**config.mk**
```make
export PLATFORM = sky130hd
export DESIGN_NAME = hazard_unit_mc
export DESIGN_NICKNAME = d
export VERILOG_FILES = /design/src/rtl/hazard_unit_mc.sv
export SDC_FILE = /design/constraint.sdc
export NUM_CORES = 1
export LEC_CHECK = 0
export ABC_AREA = 1
export ABC_CLOCK_PERIOD_IN_PS = 5040
export CAP_MARGIN = 25
export CORE_MARGIN = 3
export CORE_UTILIZATION = 49
export DETAILED_ROUTE_END_ITERATION = 7
export PLACE_DENSITY = 0.87
export SLEW_MARGIN = 0
export SYNTH_ARGS = -nofsm -noshare
export SYNTH_HDL_FRONTEND = slang
export SYNTH_SLANG_ARGS = --single-unit
```
**constraint.sdc**
```tcl
create_clock -name clk -period 5.04 [get_ports clk]
set_clock_uncertainty 0.05 [all_clocks]
set_input_delay 1.008 -clock clk [delete_from_list [all_inputs] [get_ports clk]]
set_output_delay 1.008 -clock clk [all_outputs]
set_load 0.005 [all_outputs]
```
**src/rtl/hazard_unit_mc.sv**
```systemverilog
// Hazard and forwarding controller for the 5-stage MIPS pipeline.
// Resolves RAW hazards by forwarding into D and E, or by stalling when forwarding is
// disabled. Interlocks consumers of the multi-cycle mult/div unit until HI/LO are valid,
// and counts cycles spent stalled.
module hazard_unit_mc #(
    parameter int unsigned REG_W  = 5,
    parameter int unsigned MD_LAT = 4,
    parameter int unsigned FWD_EN = 1,
    parameter int unsigned CNT_W  = 16
) (
    input  logic             clk,
    input  logic             reset,
    input  logic             BranchD,
    input  logic             MDUseD,
    input  logic [REG_W-1:0] RsD,
    input  logic [REG_W-1:0] RtD,
    input  logic [REG_W-1:0] RsE,
    input  logic [REG_W-1:0] RtE,
    input  logic             MemtoRegE,
    input  logic             RegWriteE,
    input  logic             MDStartE,
    input  logic [REG_W-1:0] WriteRegE,
    input  logic             MemtoRegM,
    input  logic             RegWriteM,
    input  logic [REG_W-1:0] WriteRegM,
    input  logic             RegWriteW,
    input  logic [REG_W-1:0] WriteRegW,
    output logic             StallF,
    output logic             StallD,
    output logic             FlushE,
    output logic             ForwardAD,
    output logic             ForwardBD,
    output logic [1:0]       ForwardAE,
    output logic [1:0]       ForwardBE,
    output logic             MDBusy,
    output logic [CNT_W-1:0] StallCnt
);

    localparam int unsigned MdCntW = (MD_LAT < 2) ? 1 : $clog2(MD_LAT);
    localparam logic [MdCntW-1:0] MdReload = MdCntW'(MD_LAT - 1);

    logic [MdCntW-1:0] md_cnt_q, md_cnt_d;
    logic [CNT_W-1:0]  stall_cnt_q, stall_cnt_d;

    logic lwstall, brstall, rawstall, mdstall, stall;

    // Register 0 is hardwired zero, so a write to it never creates a dependency.
    function automatic logic match(input logic [REG_W-1:0] a, input logic [REG_W-1:0] b,
                                   input logic we);
        return we && (a == b) && (a != '0);
    endfunction

    // Stall sources; rawstall only exists when forwarding cannot cover E/M producers.
    always_comb begin
        lwstall = MemtoRegE && (match(RsD, RtE, 1'b1) || match(RtD, RtE, 1'b1));
        brstall = BranchD &&
                  (match(RsD, WriteRegE, RegWriteE) || match(RtD, WriteRegE, RegWriteE) ||
                   match(RsD, WriteRegM, MemtoRegM) || match(RtD, WriteRegM, MemtoRegM));
        rawstall = 1'b0;
        if (FWD_EN == 0) begin
            rawstall = match(RsD, WriteRegE, RegWriteE) || match(RtD, WriteRegE, RegWriteE) ||
                       match(RsD, WriteRegM, RegWriteM) || match(RtD, WriteRegM, RegWriteM);
        end
        mdstall = MDUseD && (MDStartE || (md_cnt_q != '0));
        stall   = lwstall || brstall || rawstall || mdstall;
    end

    // Output decode; reset forces a bubble into E and suppresses stalls and forwards.
    always_comb begin
        StallF    = stall;
        StallD    = stall;
        FlushE    = stall;
        ForwardAD = 1'b0;
        ForwardBD = 1'b0;
        ForwardAE = 2'b00;
        ForwardBE = 2'b00;
        if (FWD_EN != 0) begin
            ForwardAD = match(RsD, WriteRegM, RegWriteM);
            ForwardBD = match(RtD, WriteRegM, RegWriteM);
            if (match(RsE, WriteRegM, RegWriteM))      ForwardAE = 2'b10;
            else if (match(RsE, WriteRegW, RegWriteW)) ForwardAE = 2'b01;
            if (match(RtE, WriteRegM, RegWriteM))      ForwardBE = 2'b10;
            else if (match(RtE, WriteRegW, RegWriteW)) ForwardBE = 2'b01;
        end
        MDBusy = (md_cnt_q != '0);
        if (reset) begin
            StallF    = 1'b0;
            StallD    = 1'b0;
            FlushE    = 1'b1;
            ForwardAD = 1'b0;
            ForwardBD = 1'b0;
            ForwardAE = 2'b00;
            ForwardBE = 2'b00;
            MDBusy    = 1'b0;
        end
    end

    // Mult/div countdown and saturating stall counter next-state.
    always_comb begin
        md_cnt_d = md_cnt_q;
        if (MDStartE) begin
            md_cnt_d = MdReload;
        end else if (md_cnt_q != '0) begin
            md_cnt_d = md_cnt_q - 1'b1;
        end
        stall_cnt_d = stall_cnt_q;
        if (StallD && (stall_cnt_q != '1)) begin
            stall_cnt_d = stall_cnt_q + 1'b1;
        end
    end

    // State registers, cleared asynchronously even mid mult/div.
    always_ff @(posedge clk or posedge reset) begin
        if (reset) begin
            md_cnt_q    <= '0;
            stall_cnt_q <= '0;
        end else begin
            md_cnt_q    <= md_cnt_d;
            stall_cnt_q <= stall_cnt_d;
        end
    end

    assign StallCnt = stall_cnt_q;

endmodule

```
# ---- After elaboration in Yosys (flattened, before gate mapping)
# Cells that the tools add are included.
dict set report totals {
  reg_bits 18
  elab_cells 67
  input_bits 45
  out_inout_bits 26
}
dict set report classes {
  addsub 2
  eq_ne 11
  reduce_logical 39
  muxes 13
}
# cell count
set op_table {}
lappend op_table {{$eq A5 B5 Y1} 10}
lappend op_table {{$logic_and A1 B1 Y1} 26}
lappend op_table {{$reduce_bool A5 Y1} 4}
lappend op_table {{$add A16 B1 Y16 const B} 1}
lappend op_table {{$ne A16 B16 Y1 const B} 1}
lappend op_table {{$mux W2} 6}
lappend op_table {{$logic_or A1 B1 Y1} 7}
lappend op_table {{$mux W1} 7}
lappend op_table {{$reduce_bool A2 Y1} 2}
lappend op_table {{$sub A2 B1 Y2 const B} 1}

# ---- Longest topological paths before layout
dict set report logic_depth {
  depth_word 11
  ltp_mapped 15
  mapped_depth_nobuf 14
}

# ---- Worst setup path before layout
# OpenSTA, ideal clock, no wires.
dict set report synth_timing {
  kind {input to output}
  from {in reset}
  to {out FlushE}
  required_time_ps 3982
  setup_slack_ps 1695
  n_path_buf 2
  cell_stages 4
  arrival_ps 2287
  path_cell_list {inv_2 clkbuf_1 clkbuf_1 nand3_1}
}
dict set report synth_between {
  elab_chain_len 1
}
# item line_no
set synth_lines {}
lappend synth_lines {{start, declared} 12} ;# input logic reset,
lappend synth_lines {{$mux W1} 86} ;# if (reset) begin
lappend synth_lines {{end, declared} 30} ;# output logic FlushE,
# No other way between the ends.

# ---- Worst setup path in the final report
dict set report layout_timing {
  from {in WriteRegM[1]}
  to {out StallD}
}
dict set report layout_between {
  elab_chain_len 9
  word_cells_on_any_way 12
  classes_between {eq/ne: 2; mux: 1; reduce/logical: 9}
}
# item line_no
set layout_lines {}
lappend layout_lines {{start, declared} 25} ;# input logic [REG_W-1:0] WriteRegM,
lappend layout_lines {{$eq A5 B5 Y1} 50} ;# return we && (a == b) && (a != '0);
lappend layout_lines {{$logic_and A1 B1 Y1 (2 in a row)} 50}
lappend layout_lines {{$logic_or A1 B1 Y1} 57} ;# (match(RsD, WriteRegE, RegWriteE) || match(RtD, WriteRegE, RegWriteE) ||
lappend layout_lines {{$logic_or A1 B1 Y1 *} 58} ;# match(RsD, WriteRegM, MemtoRegM) || match(RtD, WriteRegM, MemtoRegM));
lappend layout_lines {{$logic_and A1 B1 Y1 *} 56} ;# brstall = BranchD &&
lappend layout_lines {{$logic_or A1 B1 Y1 * (2 in a row)} 65} ;# stall = lwstall || brstall || rawstall || mdstall;
lappend layout_lines {{$mux W1 *} 86}
lappend layout_lines {{end, declared} 29} ;# output logic StallD,
# Every way passes the cells marked *; elsewhere a longest branch is shown, timed or not.

==> flow_summary.toml <==
[routing]
drt_iter0_drc = 171
wirelength_mm = 5.29
vias = 2155
first_pass_iters = 5
wl_per_cell_um = 13.3
ant_nets = 0
route.detailed.drc = 0
vias_per_cell = 5.41

[timing]
hold_viol = 0
max_clock_freq_mhz = 246
period_needed_ns = 4.07
fin_crit_sh_pct = 80.8
setup_viol_count_final = 0
tightestPinTransition_ns = 0.404
relSlewSlack_pct = 73.1
finalMaxSlewViolations = 0
rsz0062_at_grt = "false"
fin_tns_setup_ns = 0

[cells_and_area]
final_util_pct = 72.6
antenna_cells = 0
fillerInstances = 300
multiInputGateArea_um2 = 1320
area_delta_synth_final_pct = 39.8
final_common_cell = "nand2_1"
regArea_um2 = 450
most-common-layout-cells = "nand2_1 (85), clkdlybuf4s50_1 (70), xnor2_1 (34), nor2_1 (26), inv_1 (23)"
drive_above_1_share_pct = 4.86
final_area_um2 = 2700
finalNetCount = 398

[synth]
synth-compound-area-share_pct = 6.94
synth_async_sr_flop_share_pct = 100
syn-instance-count = 285
synth-seq-cells = 18
seq_area_frac_synth_pct = 23.3
yosys_warnings = 0
synth_fp_nets = 332
synth_area_per_cell_um2 = 6.77
synth_cell_type_count = 29
synth_edf_count = 0
muxShareOfSynthArea_pct = 0
yosys.area_share.simple_pct = 37.2
synthFlopType = "dfrtp_1"
synthXorXnorAreaFrac_pct = 23.2
synth_fa_ha_area_share_pct = 1.30
netlist_area_um2 = 1930
synth_top_family_by_area = "simple AND/OR/NAND/NOR gates"

[worst_setup_path]
critical_path.max_stage_delay_ns = 0.63
regToRegSetupSlack_ns = 2.69
end_kind = "output port"
crit_path_cell_trace = "clkdlybuf4s50_1 > xnor2_1 > nand2_1 > nor2_1 > nand2_1 > nand2_1 > nand2_1 > nand2_1 > nand2_1 > a21oi_1 > clkdlybuf4s50_1"
cpMostUsedCell = "nand2_1"
cp_data_arrival_time_ns = 3.02
crit_required_ns = 3.98
startpoint_type = "primary input"
critPathMaxFanout = 5
path_class = "in -> out"
slowest_stage = "clkdlybuf4s50_1"

[power]
power_density_nw_per_um2 = 196
vdd_drop_max_v = 0.000116
total_power_mw = 0.529
p_leak_nw = 1.20

[clocking]
clk_pin_slew_ns = 0.06
numCtsBuffers = 3
htree_levels = 1
postCtsHoldBufs = 0
clock_tree.buffer_depth = 2
root_buffer = "clkbuf_8"
cts_resized = 0
cts_tree = "done"
clk_latency_ns = 0.26
cts_sinks = 18
post-cts-setup-buffers = 0

[placement]
placedInstanceArea_um2 = 2640
dp_hpwl_mm = 4.21
routabilityCongestion = 0.991
io_buffers = 70

[global_route]
grt_pass1_vias = 2112
grt_use_total_pct = 24.6
antenna_found_initial = 0
overflow = 0
grt_pass1_wl_mm = 9.11
grt_max_degree = 38

[floorplan]
die_y_um = 68.8
die_area_um2 = 4730
initial_core_util_pct = 51.9
core.rowCount = 22
io_pins = 71
core-area_um2 = 3720
die_width_um = 68.8

[job]
maxCapViolCount = 0

[hold_path]
min_path_type = "reg -> reg"

[outcome]
status = "complete, no violations"
-- synth_stat cells (4+ instances only) --
| cell type | instances | share of area, % |
|---|---|---|
| nor3_1 | 7 | 1.8 |
| xor2_1 | 17 | 7.7 |
| o21ai_0 | 4 | 1.0 |
| xnor2_1 | 34 | 15 |
| buf_2 | 5 | 1.3 |
| inv_2 | 4 | 0.78 |
| a21oi_1 | 6 | 1.6 |
| inv_1 | 23 | 4.5 |
| nand3_1 | 9 | 2.3 |
| nand4_1 | 18 | 5.8 |
| dfrtp_1 | 18 | 23 |
| nor2_1 | 26 | 5.1 |
| nand2_1 | 85 | 17 |
-- stage by stage --
step           setup slack (ns)  hold WS, ns  instances
6_report                  0.967        0.458        398
5_1_grt                   0.760        0.493        398
4_1_cts                   0.978        0.463        398
2_1_floorplan              1.70        0.407        285
3_3_place_gp               1.02        0.438        394
3_5_place_dp              0.991        0.438        394
-- flip-flops by register name, summed over array words and instances (netlist names) --
name,flops
StallCnt,16
md_cnt_q,2
-- per-layer routing --
metal	wire length, µm	share of wire, %	track usage, %	vias to the layer above
met4	127	2.4	9.49	0
met1	2060	39	29.1	989
li1	-	-	-	1054
met5	0	0	0	-
met3	453	8.6	5.19	17
met2	2640	50	43.1	95
-- power by group --
group / leakage [nW] / internal [mW] / switching (mW)
Sequential: 0.239 / 0.164 / 0.0280
Combinational: 0.928 / 0.115 / 0.102
Clock: 0.0288 / 0.0696 / 0.0505
-- layout make-up --
cell class | instances | area share [%]
inverter | 27 | 3.76
clock buffer | 4 | 2.04
timing repair buffer | 71 | 26.3
sequential | 18 | 16.7
multi-input combinational | 230 | 49.0
tap | 48 | 2.23
-- worst paths after layout --
| check | endpoint | startpoint | cells past startpoint |
|---|---|---|---|
| min | md_cnt_q[0] | md_cnt_q[0] | 1 |
| min in group asynchronous | StallCnt[11] | reset | 3 |
| max in group asynchronous | StallCnt[2] | reset | 3 |
| max reg2reg | StallCnt[0] | StallCnt[0] | 10 |
| max | StallD | WriteRegM[1] | 11 |
| min reg2reg | md_cnt_q[0] | md_cnt_q[0] | 1 |
-- worst max-delay path: cells and delay by family --
family / cells / cell delay (ns)
buf+inv: 2 / 1.17
xor+xnor: 1 / 0.16
simple gates: 7 / 0.50
compound gates: 1 / 0.18
-- cell families (layout without fill, tap and decap cells) --
group / after synthesis / in the layout
and+or+nand+nor: 156 / 156
xor gates and xnor gates: 51 / 51
buffers and inverters: 37 / 102
AOI/OAI and AO/OA: 21 / 21
DFF: 18 / 18
adders and majority gates: 2 / 2
No activity file was read; power rests on OpenSTA's default activity.
